`src/rtl/dlx_issue_seq.sv`:
```
// dlx_issue_seq: instruction issue sequencer for the DLX execute stage.
// Decoded instructions are queued in a DEPTH-entry FIFO and handed to the
// execute stage one at a time. ALU/shift ops issue back-to-back. Memory ops
// hold the execute inputs stable until mem_ack completes the handshake.
// Optional feature: define DLX_SEQ_TIMEOUT_EN to add a MEM_WAIT timeout that
// parks the sequencer in ERR with a sticky err flag, released by clr_err.
module dlx_issue_seq #(
    parameter int DATA_W      = 32,
    parameter int DEPTH       = 4,
    parameter int MEM_TIMEOUT = 15
) (
    input  logic              clk,
    input  logic              rst,
    input  logic              in_valid,
    output logic              in_ready,
    input  logic [2:0]        in_opselect,
    input  logic [2:0]        in_operation,
    input  logic              in_use_imm,
    input  logic [DATA_W-1:0] in_src1,
    input  logic [DATA_W-1:0] in_src2,
    input  logic [15:0]       in_imm,
    output logic              enable_ex,
    output logic [6:0]        control_in,
    output logic [DATA_W-1:0] src1,
    output logic [DATA_W-1:0] src2,
    output logic [DATA_W-1:0] imm,
    output logic              mem_req,
    input  logic              mem_ack,
    output logic              retire,
    output logic              illegal_op,
    output logic              err,
    input  logic              clr_err
);

    localparam int PTR_W = $clog2(DEPTH);
    localparam int CNT_W = PTR_W + 1;
    localparam int ENT_W = 7 + 2 * DATA_W + 16;
    localparam logic [CNT_W-1:0] FULL_CNT = CNT_W'(DEPTH);

    typedef enum logic [1:0] {
        S_IDLE,
        S_ISSUE,
        S_MEM_WAIT,
        S_ERR
    } state_t;

    // FIFO storage and bookkeeping
    logic [ENT_W-1:0]  r_mem [DEPTH];
    logic [PTR_W-1:0]  r_wrPtr;
    logic [PTR_W-1:0]  r_rdPtr;
    logic [CNT_W-1:0]  r_count;

    // Sequencer state and registered execute-stage outputs
    state_t            r_state;
    logic              r_enableEx;
    logic              r_memReq;
    logic              r_illegalOp;
    logic [6:0]        r_control;
    logic [DATA_W-1:0] r_src1;
    logic [DATA_W-1:0] r_src2;
    logic [DATA_W-1:0] r_imm;

`ifdef DLX_SEQ_TIMEOUT_EN
    localparam int TO_W = $clog2(MEM_TIMEOUT + 1);
    localparam logic [TO_W-1:0] TO_LAST = TO_W'(MEM_TIMEOUT - 1);
    logic              r_err;
    logic [TO_W-1:0]   r_toCnt;
`else
    logic              w_unusedClr;
`endif

    logic              w_full;
    logic              w_empty;
    logic              w_push;
    logic              w_advance;
    logic              w_pop;
    logic [ENT_W-1:0]  w_head;
    logic [6:0]        w_headCtrl;
    logic [2:0]        w_headOpsel;
    logic [DATA_W-1:0] w_headSrc1;
    logic [DATA_W-1:0] w_headSrc2;
    logic [15:0]       w_headImm;
    logic              w_headLegal;
    logic              w_headMem;

    assign w_full   = (r_count == FULL_CNT);
    assign w_empty  = (r_count == '0);
    assign w_push   = in_valid && !w_full;
    assign in_ready = !w_full;

    // The sequencer may take a new instruction when it is idle, has just
    // issued an ALU/shift op, or sees the ack that finishes a memory op.
    assign w_advance = (r_state == S_IDLE) || (r_state == S_ISSUE) ||
                       ((r_state == S_MEM_WAIT) && mem_ack);
    assign w_pop     = w_advance && !w_empty;

    assign w_head      = r_mem[r_rdPtr];
    assign w_headCtrl  = w_head[ENT_W-1 -: 7];
    assign w_headOpsel = w_headCtrl[5:3];
    assign w_headSrc1  = w_head[16+2*DATA_W-1 -: DATA_W];
    assign w_headSrc2  = w_head[16+DATA_W-1 -: DATA_W];
    assign w_headImm   = w_head[15:0];
    assign w_headLegal = (w_headOpsel == 3'b000) || (w_headOpsel == 3'b001) ||
                         (w_headOpsel == 3'b100) || (w_headOpsel == 3'b101);
    assign w_headMem   = w_headOpsel[2];

    // Write accepted instructions into the FIFO array (no reset needed on data)
    always_ff @(posedge clk) begin
        if (w_push) begin
            r_mem[r_wrPtr] <= {in_use_imm, in_opselect, in_operation,
                               in_src1, in_src2, in_imm};
        end
    end

    // FIFO pointers and occupancy; pointers wrap naturally since DEPTH is 2^n
    always_ff @(posedge clk or negedge rst) begin
        if (!rst) begin
            r_wrPtr <= '0;
            r_rdPtr <= '0;
            r_count <= '0;
        end else begin
            if (w_push) begin
                r_wrPtr <= r_wrPtr + PTR_W'(1);
            end
            if (w_pop) begin
                r_rdPtr <= r_rdPtr + PTR_W'(1);
            end
            case ({w_push, w_pop})
                2'b10:   r_count <= r_count + CNT_W'(1);
                2'b01:   r_count <= r_count - CNT_W'(1);
                default: r_count <= r_count;
            endcase
        end
    end

    // Issue FSM: decodes the popped head and registers the execute-stage outputs
    always_ff @(posedge clk or negedge rst) begin
        if (!rst) begin
            r_state     <= S_IDLE;
            r_enableEx  <= 1'b0;
            r_memReq    <= 1'b0;
            r_illegalOp <= 1'b0;
            r_control   <= '0;
            r_src1      <= '0;
            r_src2      <= '0;
            r_imm       <= '0;
`ifdef DLX_SEQ_TIMEOUT_EN
            r_err       <= 1'b0;
            r_toCnt     <= '0;
`endif
        end else begin
            r_illegalOp <= 1'b0;
            if (w_advance) begin
                r_state    <= S_IDLE;
                r_enableEx <= 1'b0;
                r_memReq   <= 1'b0;
`ifdef DLX_SEQ_TIMEOUT_EN
                r_toCnt    <= '0;
`endif
                if (w_pop) begin
                    if (w_headLegal) begin
                        r_state    <= w_headMem ? S_MEM_WAIT : S_ISSUE;
                        r_enableEx <= 1'b1;
                        r_memReq   <= w_headMem;
                        r_control  <= w_headCtrl;
                        r_src1     <= w_headSrc1;
                        r_src2     <= w_headSrc2;
                        r_imm      <= {{(DATA_W-16){w_headImm[15]}}, w_headImm};
                    end else begin
                        r_illegalOp <= 1'b1;
                    end
                end
            end
`ifdef DLX_SEQ_TIMEOUT_EN
            else if (r_state == S_MEM_WAIT) begin
                if (r_toCnt == TO_LAST) begin
                    r_state    <= S_ERR;
                    r_err      <= 1'b1;
                    r_enableEx <= 1'b0;
                    r_memReq   <= 1'b0;
                end else begin
                    r_toCnt <= r_toCnt + TO_W'(1);
                end
            end else if ((r_state == S_ERR) && clr_err) begin
                r_err   <= 1'b0;
                r_state <= S_IDLE;
            end
`endif
        end
    end

    assign enable_ex  = r_enableEx;
    assign mem_req    = r_memReq;
    assign illegal_op = r_illegalOp;
    assign control_in = r_control;
    assign src1       = r_src1;
    assign src2       = r_src2;
    assign imm        = r_imm;

    // Retire lands in the completing cycle itself so a memory op finishing and
    // the next ALU op issuing on the following cycle give two distinct pulses.
    assign retire = (r_state == S_ISSUE) || ((r_state == S_MEM_WAIT) && mem_ack);

`ifdef DLX_SEQ_TIMEOUT_EN
    assign err = r_err;
`else
    assign err         = 1'b0;
    assign w_unusedClr = clr_err ^ (MEM_TIMEOUT < 0);
`endif

endmodule

```
`config.mk`:
```
export PLATFORM = sky130hd
export DESIGN_NAME = dlx_issue_seq
export DESIGN_NICKNAME = d
export VERILOG_FILES = /design/src/rtl/dlx_issue_seq.sv
export SDC_FILE = /design/constraint.sdc
export NUM_CORES = 1
export LEC_CHECK = 0
export ABC_AREA = 1
export BUFFER_PORTS_ARGS = -buffer_cell sky130_fd_sc_hd__buf_2
export CAP_MARGIN = 40
export CORE_ASPECT_RATIO = 2
export CORE_UTILIZATION = 40
export CTS_CLUSTER_SIZE = 14
export DETAILED_ROUTE_END_ITERATION = 16
export GPL_TIMING_DRIVEN = 0
export SLEW_MARGIN = 15
export SYNTH_ARGS = -nofsm -noshare
export SYNTH_HDL_FRONTEND = slang
export SYNTH_SLANG_ARGS = --single-unit
```
`constraint.sdc`:
```
create_clock -name clk -period 6.3 [get_ports clk]
set_input_delay 0.63 -clock clk [delete_from_list [all_inputs] [get_ports clk]]
set_output_delay 0.63 -clock clk [all_outputs]
set_load 0.1 [all_outputs]
```
==> metrics.cfg, run 1 <==
[setup_path]
cp_data_arrival_time_ns = 3.16
reg2reg_to = r_count[2]$_DFFE_PN0P_
crit_path_end_kind = flip-flop
reg2regPathDepth = 12
cp_max_fo = 10
reg2reg_from = r_state[0]$_DFFE_PN0P_
reg2reg_slack_ns = 3.62
critPathLaunchType = flip-flop
crit_type = flip-flop to flip-flop
crit_path_end = r_count[2]$_DFFE_PN0P_
crit_start = r_state[0]$_DFFE_PN0P_
cp.required_ns = 6.78

[clock_network]
clkLatencyLatePin_ns = 0.55
cts.path.max_buffers = 3
clk_transition_reported_paths_ns = 0.06
cts.htree.levels = 2
cts_setup_buffers = 0
holdBufCountCts = 0
cts_made_buffers = 41
post_cts_resized = 0
root_buffer = clkbuf_16
clock_sinks = 446
tritoncts = built

[global_routing]
grt.overflow.total = 0
grt_pass1_vias = 13000
grt_max_degree = 54
grtUsageTotal = 0.200
grt_pass1_wl_um = 71500
antenna_found_initial = 10

[logic_synthesis]
netlist_instances = 1821
ys_types = 25
seq_area_frac_synth = 0.691
syn_area_mm2 = 0.0187
yosys_warnings = 0
ys_ff_latch = 446
synth_area_per_cell_um2 = 10.3
syn_nets = 1919

[floorplanning]
fp.dieW_um = 155
row_count = 111
die_area_mm2 = 0.0476
die_y_um = 308
coreArea_mm2 = 0.0460
io_pins = 201
initial_utilization = 0.406

[routing]
totalWireLength_um = 46600
wl_per_cell_um = 17.0
num_vias = 12700
drtIter0Drc = 687
first_pass_iters = 5
via_per_inst = 4.65
ant_nets = 0
drc_errors = 0

[sta]
skew_ns = 0.0229
rsz0062_at_grt = no
worst_slew_pin_slew_ns = 0.751
final_hold_viol_count = 0
finalSetupTns_ns = 0
fmax_ghz = 0.373
slew_headroom = 0.498
finalCritPeriodShare = 0.425
slew_violations = 0
fin_crit_ns = 2.68
setup_violations = 0

[final_layout]
drive_above_1_share = 0.176
final_area_mm2 = 0.0222
final_nets = 2178
syn_to_final_growth_pct = 18.7

[run]
drv_cap = 0

[placed_design]
portBuffers = 198
placed_area_mm2 = 0.0209
gp_congestion = 0.783
post-dp-hpwl_um = 32700

[status]
status = completed

[min_path]
hp-class = input port to async pin

critical path, stage by stage, from the launching register on:
cell     delay (ns)
dfrtp_1        0.40
inv_1          0.06
nand2_1        0.12
nand2_1        0.13
nand2_1        0.13
inv_2          0.31
buf_2          0.32
ha_1           0.18
inv_1          0.06
fa_1           0.37
or2_2          0.30
nand2_1        0.08
xor2_1         0.14
sequential cells by signal, indices dropped and copies added (netlist names), 3 cells and up:
name,cells
imm,16
r_mem,348
control_in,7
r_count,3
src2,32
src1,32
cells by family (layout without fill, tap and decap cells):
kind of cell	after synthesis	in the layout	share of synthesized area
XOR/XNOR	3	3	0.00141
adder cells (fa/ha/maj)	6	6	0.00442
AND/OR/NAND/NOR	901	901	0.200
other	1	4	0.000201
AO/OA/AOI/OAI	6	6	0.00188
buffers and inverters	458	750	0.102
flip-flops	446	446	0.691
metal layers:
metal	wire (um)	vias to the layer above	track usage
met5	58	-	0
li1	-	6216	-
met4	1890	10	0.0974
met3	2130	105	0.0315
met2	25300	338	0.380
met1	17300	6058	0.211
layout by cell type, fill, tap and decap left out, types with 2 or more instances in the layout:
cell type | Yosys | layout
buf_2 | 62 | 259
nor2_1 | 10 | 6
o21ai_0 | 2 | 2
xor2_1 | 2 | 2
edfxtp_1 | 348 | 348
diode_2 | 0 | 3
dfrtp_1 | 98 | 98
ha_1 | 5 | 5
buf_16 | 0 | 10
clkbuf_1 | 12 | 27
clkbuf_16 | 0 | 43
buf_6 | 5 | 6
clkinv_2 | 0 | 9
nand2_1 | 625 | 625
nand3_1 | 262 | 262
nor2_4 | 0 | 4
buf_12 | 0 | 8
buf_4 | 19 | 19
buf_1 | 4 | 4
clkbuf_8 | 0 | 3
clkinv_1 | 0 | 3
inv_1 | 353 | 353
a21oi_1 | 2 | 2
inv_2 | 3 | 3
final cells by class:
class	count	area (um2)
Antenna cell	3	7.51
Buffer	102	569
Clock buffer	61	1170
Clock inverter	15	78.8
Fill cell	4223	23800
Inverter	356	1340
Multi-Input combinational cell	917	3910
Sequential cell	446	12900
Tap cell	621	777
Timing Repair Buffer	216	1430
stage by stage:
stage | cells | setup slack, ns | hold WS, ns | utilization
2_1_floorplan | 1821 | 0.609 | 0.334 | -
3_3_place_gp | 2640 | -2.50 | 0.448 | 0.445
3_5_place_dp | 2658 | 3.30 | 0.455 | 0.455
4_1_cts | 2734 | 3.62 | 0.0286 | 0.482
5_1_grt | 2737 | 3.49 | 0.0541 | 0.483
6_report | 2737 | 3.62 | 0.0336 | 0.483
synthesized netlist by cell type (all sizes together):
| cell type | instances | area share |
|---|---|---|
| nand3 | 263 | 0.071 |
| a21oi | 2 | 0.00054 |
| o21ai | 2 | 0.00054 |
| a21boi | 1 | 0.00040 |
| inv | 356 | 0.072 |
| edfxtp | 348 | 0.56 |
| clkbuf | 12 | 0.0024 |
| dfrtp | 98 | 0.13 |
| xnor2 | 1 | 0.00047 |
| o21a | 1 | 0.00040 |
| nor2 | 10 | 0.0020 |
| conb | 1 | 0.00020 |
| or2 | 1 | 0.00034 |
| buf | 90 | 0.028 |
| xor2 | 2 | 0.00094 |
| ha | 5 | 0.0033 |
| nand2 | 627 | 0.13 |
| fa | 1 | 0.0011 |
how the worst min path moves through the flow:
| stage | start | endpoint | slack, ns | cells past startpoint |
|---|---|---|---|---|
| floorplan | rst | control_in[0]$_DFFE_PN0P_ | 0.33 | 0 |
| global placement | src1[9]$_DFFE_PN0P_ | src1[9]$_DFFE_PN0P_ | 0.45 | 2 |
| detailed placement | src1[10]$_DFFE_PN0P_ | src1[10]$_DFFE_PN0P_ | 0.45 | 2 |
| CTS | rst | r_wrPtr[0]$_DFFE_PN0P_ | 0.03 | 1 |
| global route | rst | src1[30]$_DFFE_PN0P_ | 0.05 | 1 |
| finish | rst | src1[30]$_DFFE_PN0P_ | 0.03 | 1 |
Power of run 1 is left out: the tool's default activity adds up to more than one toggle a clock period on the data nets, which glitch-free logic cannot reach.
==> run 2: changes to the inputs <==
Clock period 6.3 ns to 2.55 ns, I/O delays scaled along.
==> metrics.cfg, run 2 (same netlist as run 1, synthesis figures left out) <==
[status]
status = completed

[sta]
finalSetupTns_ns = 0
slew_headroom = 0.518
timing.final.ws_setup_ns = 0.224
finalCritPeriodShare = 0.912
final_hold_viol_count = 0
setup_violations = 0
worst_slew_pin_slew_ns = 0.721
fmax_ghz = 0.430
fin_crit_ns = 2.33
skew_ns = 0.0183
rsz0062_at_grt = no
slew_violations = 0

[routing]
ant_nets = 0
drc_errors = 0
first_pass_iters = 5
drtIter0Drc = 597
num_vias = 13200
totalWireLength_um = 48100
wl_per_cell_um = 17.1
via_per_inst = 4.67

[final_layout]
layout_common_cells = nand2_1, inv_1, edfxtp_1
largest_register = r_mem
instances_no_fill = 2822
nFillCells = 4131
largest_reg_flops = 348
final_nets = 2265
syn_to_final_growth_pct = 23.7
final_common_cell = nand2_1
drive_above_1_share = 0.168

[global_routing]
antenna_found_initial = 4
grtUsageMet1 = 0.216
grt_max_degree = 51
grt_pass1_wl_um = 74200
grt.busiest_layer = met2
met2_usage = 0.397
grt.overflow.total = 0
grt_pass1_vias = 13700
use_met3 = 0.0283
grtUsageTotal = 0.207

[run]
drv_cap = 0

[placed_design]
post-place-ws_ns = -0.0120
portBuffers = 198
dp_cells = 2657
post-dp-hpwl_um = 33600
gp_congestion = 0.800

[setup_path]
reg2reg_from = r_state[0]$_DFFE_PN0P_
cp_max_fo = 19
reg2reg_slack_ns = 0.22
crit_start = r_state[0]$_DFFE_PN0P_
crit_path_end_kind = flip-flop
reg2regPathDepth = 11
cp.required_ns = 3.02
crit_type = flip-flop to flip-flop
critPathLaunchType = flip-flop
crit_path_end = r_count[2]$_DFFE_PN0P_
cp_data_arrival_time_ns = 2.80
reg2reg_to = r_count[2]$_DFFE_PN0P_

[clock_network]
cts.htree.levels = 2
clock_sinks = 446
cts_setup_buffers = 0
tritoncts = built
clkLatencyLatePin_ns = 0.55
cts.path.max_buffers = 3
root_buffer = clkbuf_16
clk_transition_reported_paths_ns = 0.06
cts_made_buffers = 41

[floorplanning]
coreArea_mm2 = 0.0460
io_pins = 201
fp.dieW_um = 155
die_area_mm2 = 0.0476
row_count = 111
die_y_um = 308
initial_utilization = 0.406

[min_path]
hp-class = input port to flip-flop

-- run 2: critical path, stage by stage (launching register included) --
cell and delay, ns:
dfrtp_1 0.40, inv_1 0.06, nand2_1 0.06, nand2_1 0.12
nand2_1 0.14, inv_4 0.27, ha_1 0.21, inv_1 0.07
fa_1 0.39, or2_2 0.31, nand2_1 0.08, xor2_1 0.14
-- run 2: what timing repair did --
action | in CTS | in global routing
hold buffers | 89 | 0
setup endpoints to repair | 1 | 1
endpoints found under the hold margin | 397 | 0
resized for setup | 1 | 0
-- run 2: stage by stage --
step	instance area (um2)	hold WS, ns	utilization
floorplan	18800	-0.0406	-
global placement	20500	0.451	0.446
detailed placement	20900	0.259	0.454
CTS	23100	0.0692	0.503
global route	23100	0.0877	0.503
finish	23100	0.0916	0.503
-- run 2: metal layers --
metal  vias up  wire length (um)
met5         -                22
met4         4              2040
met3       131              2270
met2       400             26300
met1      6263             17400
li1       6392                 -
-- run 2: worst min-delay path by stage --
stage                     cells after the start                 start  slack, ns                        end
final                                         3              in_valid       0.09     r_wrPtr[1]$_DFFE_PN0P_
after global routing                          3              in_valid       0.09     r_wrPtr[1]$_DFFE_PN0P_
after CTS                                     3              in_valid       0.07     r_wrPtr[1]$_DFFE_PN0P_
after detailed placement                      1                   rst       0.26        src2[2]$_DFFE_PN0P_
after global placement                        2  src2[28]$_DFFE_PN0P_       0.45       src2[28]$_DFFE_PN0P_
after floorplan                               0                   rst      -0.04  control_in[0]$_DFFE_PN0P_
-- run 2: area by class of cell --
| class | count | area, um2 | area share |
|---|---|---|---|
| clock inverter | 12 | 161 | 0.00698 |
| sequential | 446 | 12900 | 0.558 |
| multi-input combinational | 917 | 3940 | 0.171 |
| buffer | 101 | 564 | 0.0244 |
| inverter | 356 | 1340 | 0.0579 |
| tap | 621 | 777 | 0.0336 |
| antenna | 2 | 5.00 | 0.000217 |
| clock buffer | 63 | 1170 | 0.0507 |
| timing repair buffer | 304 | 2250 | 0.0972 |
Power of run 2 is left out for the same reason.
==> run 3: changes to the inputs <==
Settings changed: CORE_ASPECT_RATIO 2 to 0.75.
==> metrics.cfg, run 3 (same netlist as run 1, synthesis figures left out) <==
[status]
status = completed

[clock_network]
clock_sinks = 446
root_buffer = clkbuf_16
tritoncts = built
clkLatencyLatePin_ns = 0.58
cts_made_buffers = 46
cts.path.max_buffers = 3
cts.htree.levels = 2
clk_transition_reported_paths_ns = 0.06
cts_setup_buffers = 0

[setup_path]
critPathLaunchType = flip-flop
slowest_delay_ns = 0.65
reg2regPathDepth = 7
cp.required_ns = 2.82
cp_data_arrival_time_ns = 2.63
cp_max_fo = 22
crit_type = flip-flop to flip-flop
cp_cell_sequence = inv_1, ha_1, inv_1, nor2_4, buf_12, buf_16, buf_16
slowest_stage = nor2_4
crit_path_end_kind = flip-flop

[routing]
ant_nets = 0
wl_per_cell_um = 16.3
num_vias = 12900
first_pass_iters = 6
drtIter0Drc = 798
drc_errors = 0
totalWireLength_um = 46400
via_per_inst = 4.53

[final_layout]
final_common_cell = nand2_1
final_area_mm2 = 0.0234
drive_above_1_share = 0.173
syn_to_final_growth_pct = 25.1
largest_register = r_mem
nFillCells = 4123
layout_common_cells = nand2_1, inv_1, edfxtp_1
largest_reg_flops = 348
final_nets = 2271

[sta]
final_hold_viol_count = 0
skew_ns = 0.0251
fin_crit_ns = 2.35
finalSetupTns_ns = 0
slew_headroom = 0.446
holdWs_ns = 0.0663
fmax_ghz = 0.425
worst_slew_pin_slew_ns = 0.829
slew_violations = 0
rsz0062_at_grt = no
finalCritPeriodShare = 0.923
setup_violations = 0

[min_path]
min_path_cells = 3
hp-class = input port to flip-flop

[floorplanning]
row_count = 68
initial_utilization = 0.406
fp.dieW_um = 252
io_pins = 201
coreArea_mm2 = 0.0460
die_area_mm2 = 0.0476
die_y_um = 189

[placed_design]
portBuffers = 198
gp_congestion = 0.770
post-dp-hpwl_um = 30500
placed_area_mm2 = 0.0209

[global_routing]
grtUsageTotal = 0.198
grt_pass1_vias = 13000
grt_max_degree = 60
grt.overflow.total = 0
grt_pass1_wl_um = 72000
antenna_found_initial = 7

[run]
drv_cap = 0

==> run 3: changes by cell type in the layout (fill, tap and decap cells not counted), sizes merged, moves of 2 or more <==
| cell | change |
|---|---|
| bufinv | -2 |
| diode | +2 |
| clkinv | +7 |
| clkbuf | +6 |
==> run 3: repair_timing <==
action,4_1_cts,5_1_grt
endpoints found under the hold margin,388,0
gates cloned,0,0
resized for setup,1,1
hold buffers,89,0
endpoints found under the setup margin,1,1
==> run 3: area by class of cell <==
class	count	area, um2	share of cell area
Clock inverter	17	139	0.00594
Multi-Input combinational cell	917	3940	0.169
Timing Repair Buffer	305	2300	0.0983
Buffer	101	564	0.0242
Antenna cell	4	10.0	0.000428
Clock buffer	69	1380	0.0591
Sequential cell	446	12900	0.552
Inverter	356	1340	0.0574
Tap cell	630	788	0.0337
==> run 3: worst max-delay path, delay by kind of cell, from the launching register on <==
kind	cells	cell delay (ns)
and+or+nand+nor	1	0.65
DFF	1	0.41
buffers and inverters	5	0.81
adders and majority gates	1	0.15
==> run 3: path summary, 6_finish.rpt <==
check,startpoint,endpoint,slack [ns]
min in group asynchronous,rst,src1[9]$_DFFE_PN0P_,0.19
hold / removal,in_valid,r_wrPtr[0]$_DFFE_PN0P_,0.07
setup / recovery,r_wrPtr[1]$_DFFE_PN0P_,r_mem[1][15]$_DFFE_PP_,0.20
setup reg to reg,r_wrPtr[1]$_DFFE_PN0P_,r_mem[1][15]$_DFFE_PP_,0.20
hold reg to reg,src2[27]$_DFFE_PN0P_,src2[27]$_DFFE_PN0P_,0.46
max in group asynchronous,rst,control_in[4]$_DFFE_PN0P_,1.66
==> run 3: stage by stage <==
step,setup WS (ns),instances,utilization
global route,0.0254,2844,0.508
floorplan,0.0675,1821,-
global placement,-1.00,2649,0.446
CTS,0.150,2841,0.507
detailed placement,-0.142,2667,0.455
finish,0.196,2845,0.508
==> run 3: layer usage <==
metal	part of all wire	vias to the layer above	global-route usage
li1	-	6426	-
met1	0.45	6050	0.270
met2	0.47	339	0.319
met3	0.054	76	0.0355
met4	0.026	2	0.0713
met5	0.00022	-	0
Power of run 3 is left out for the same reason.
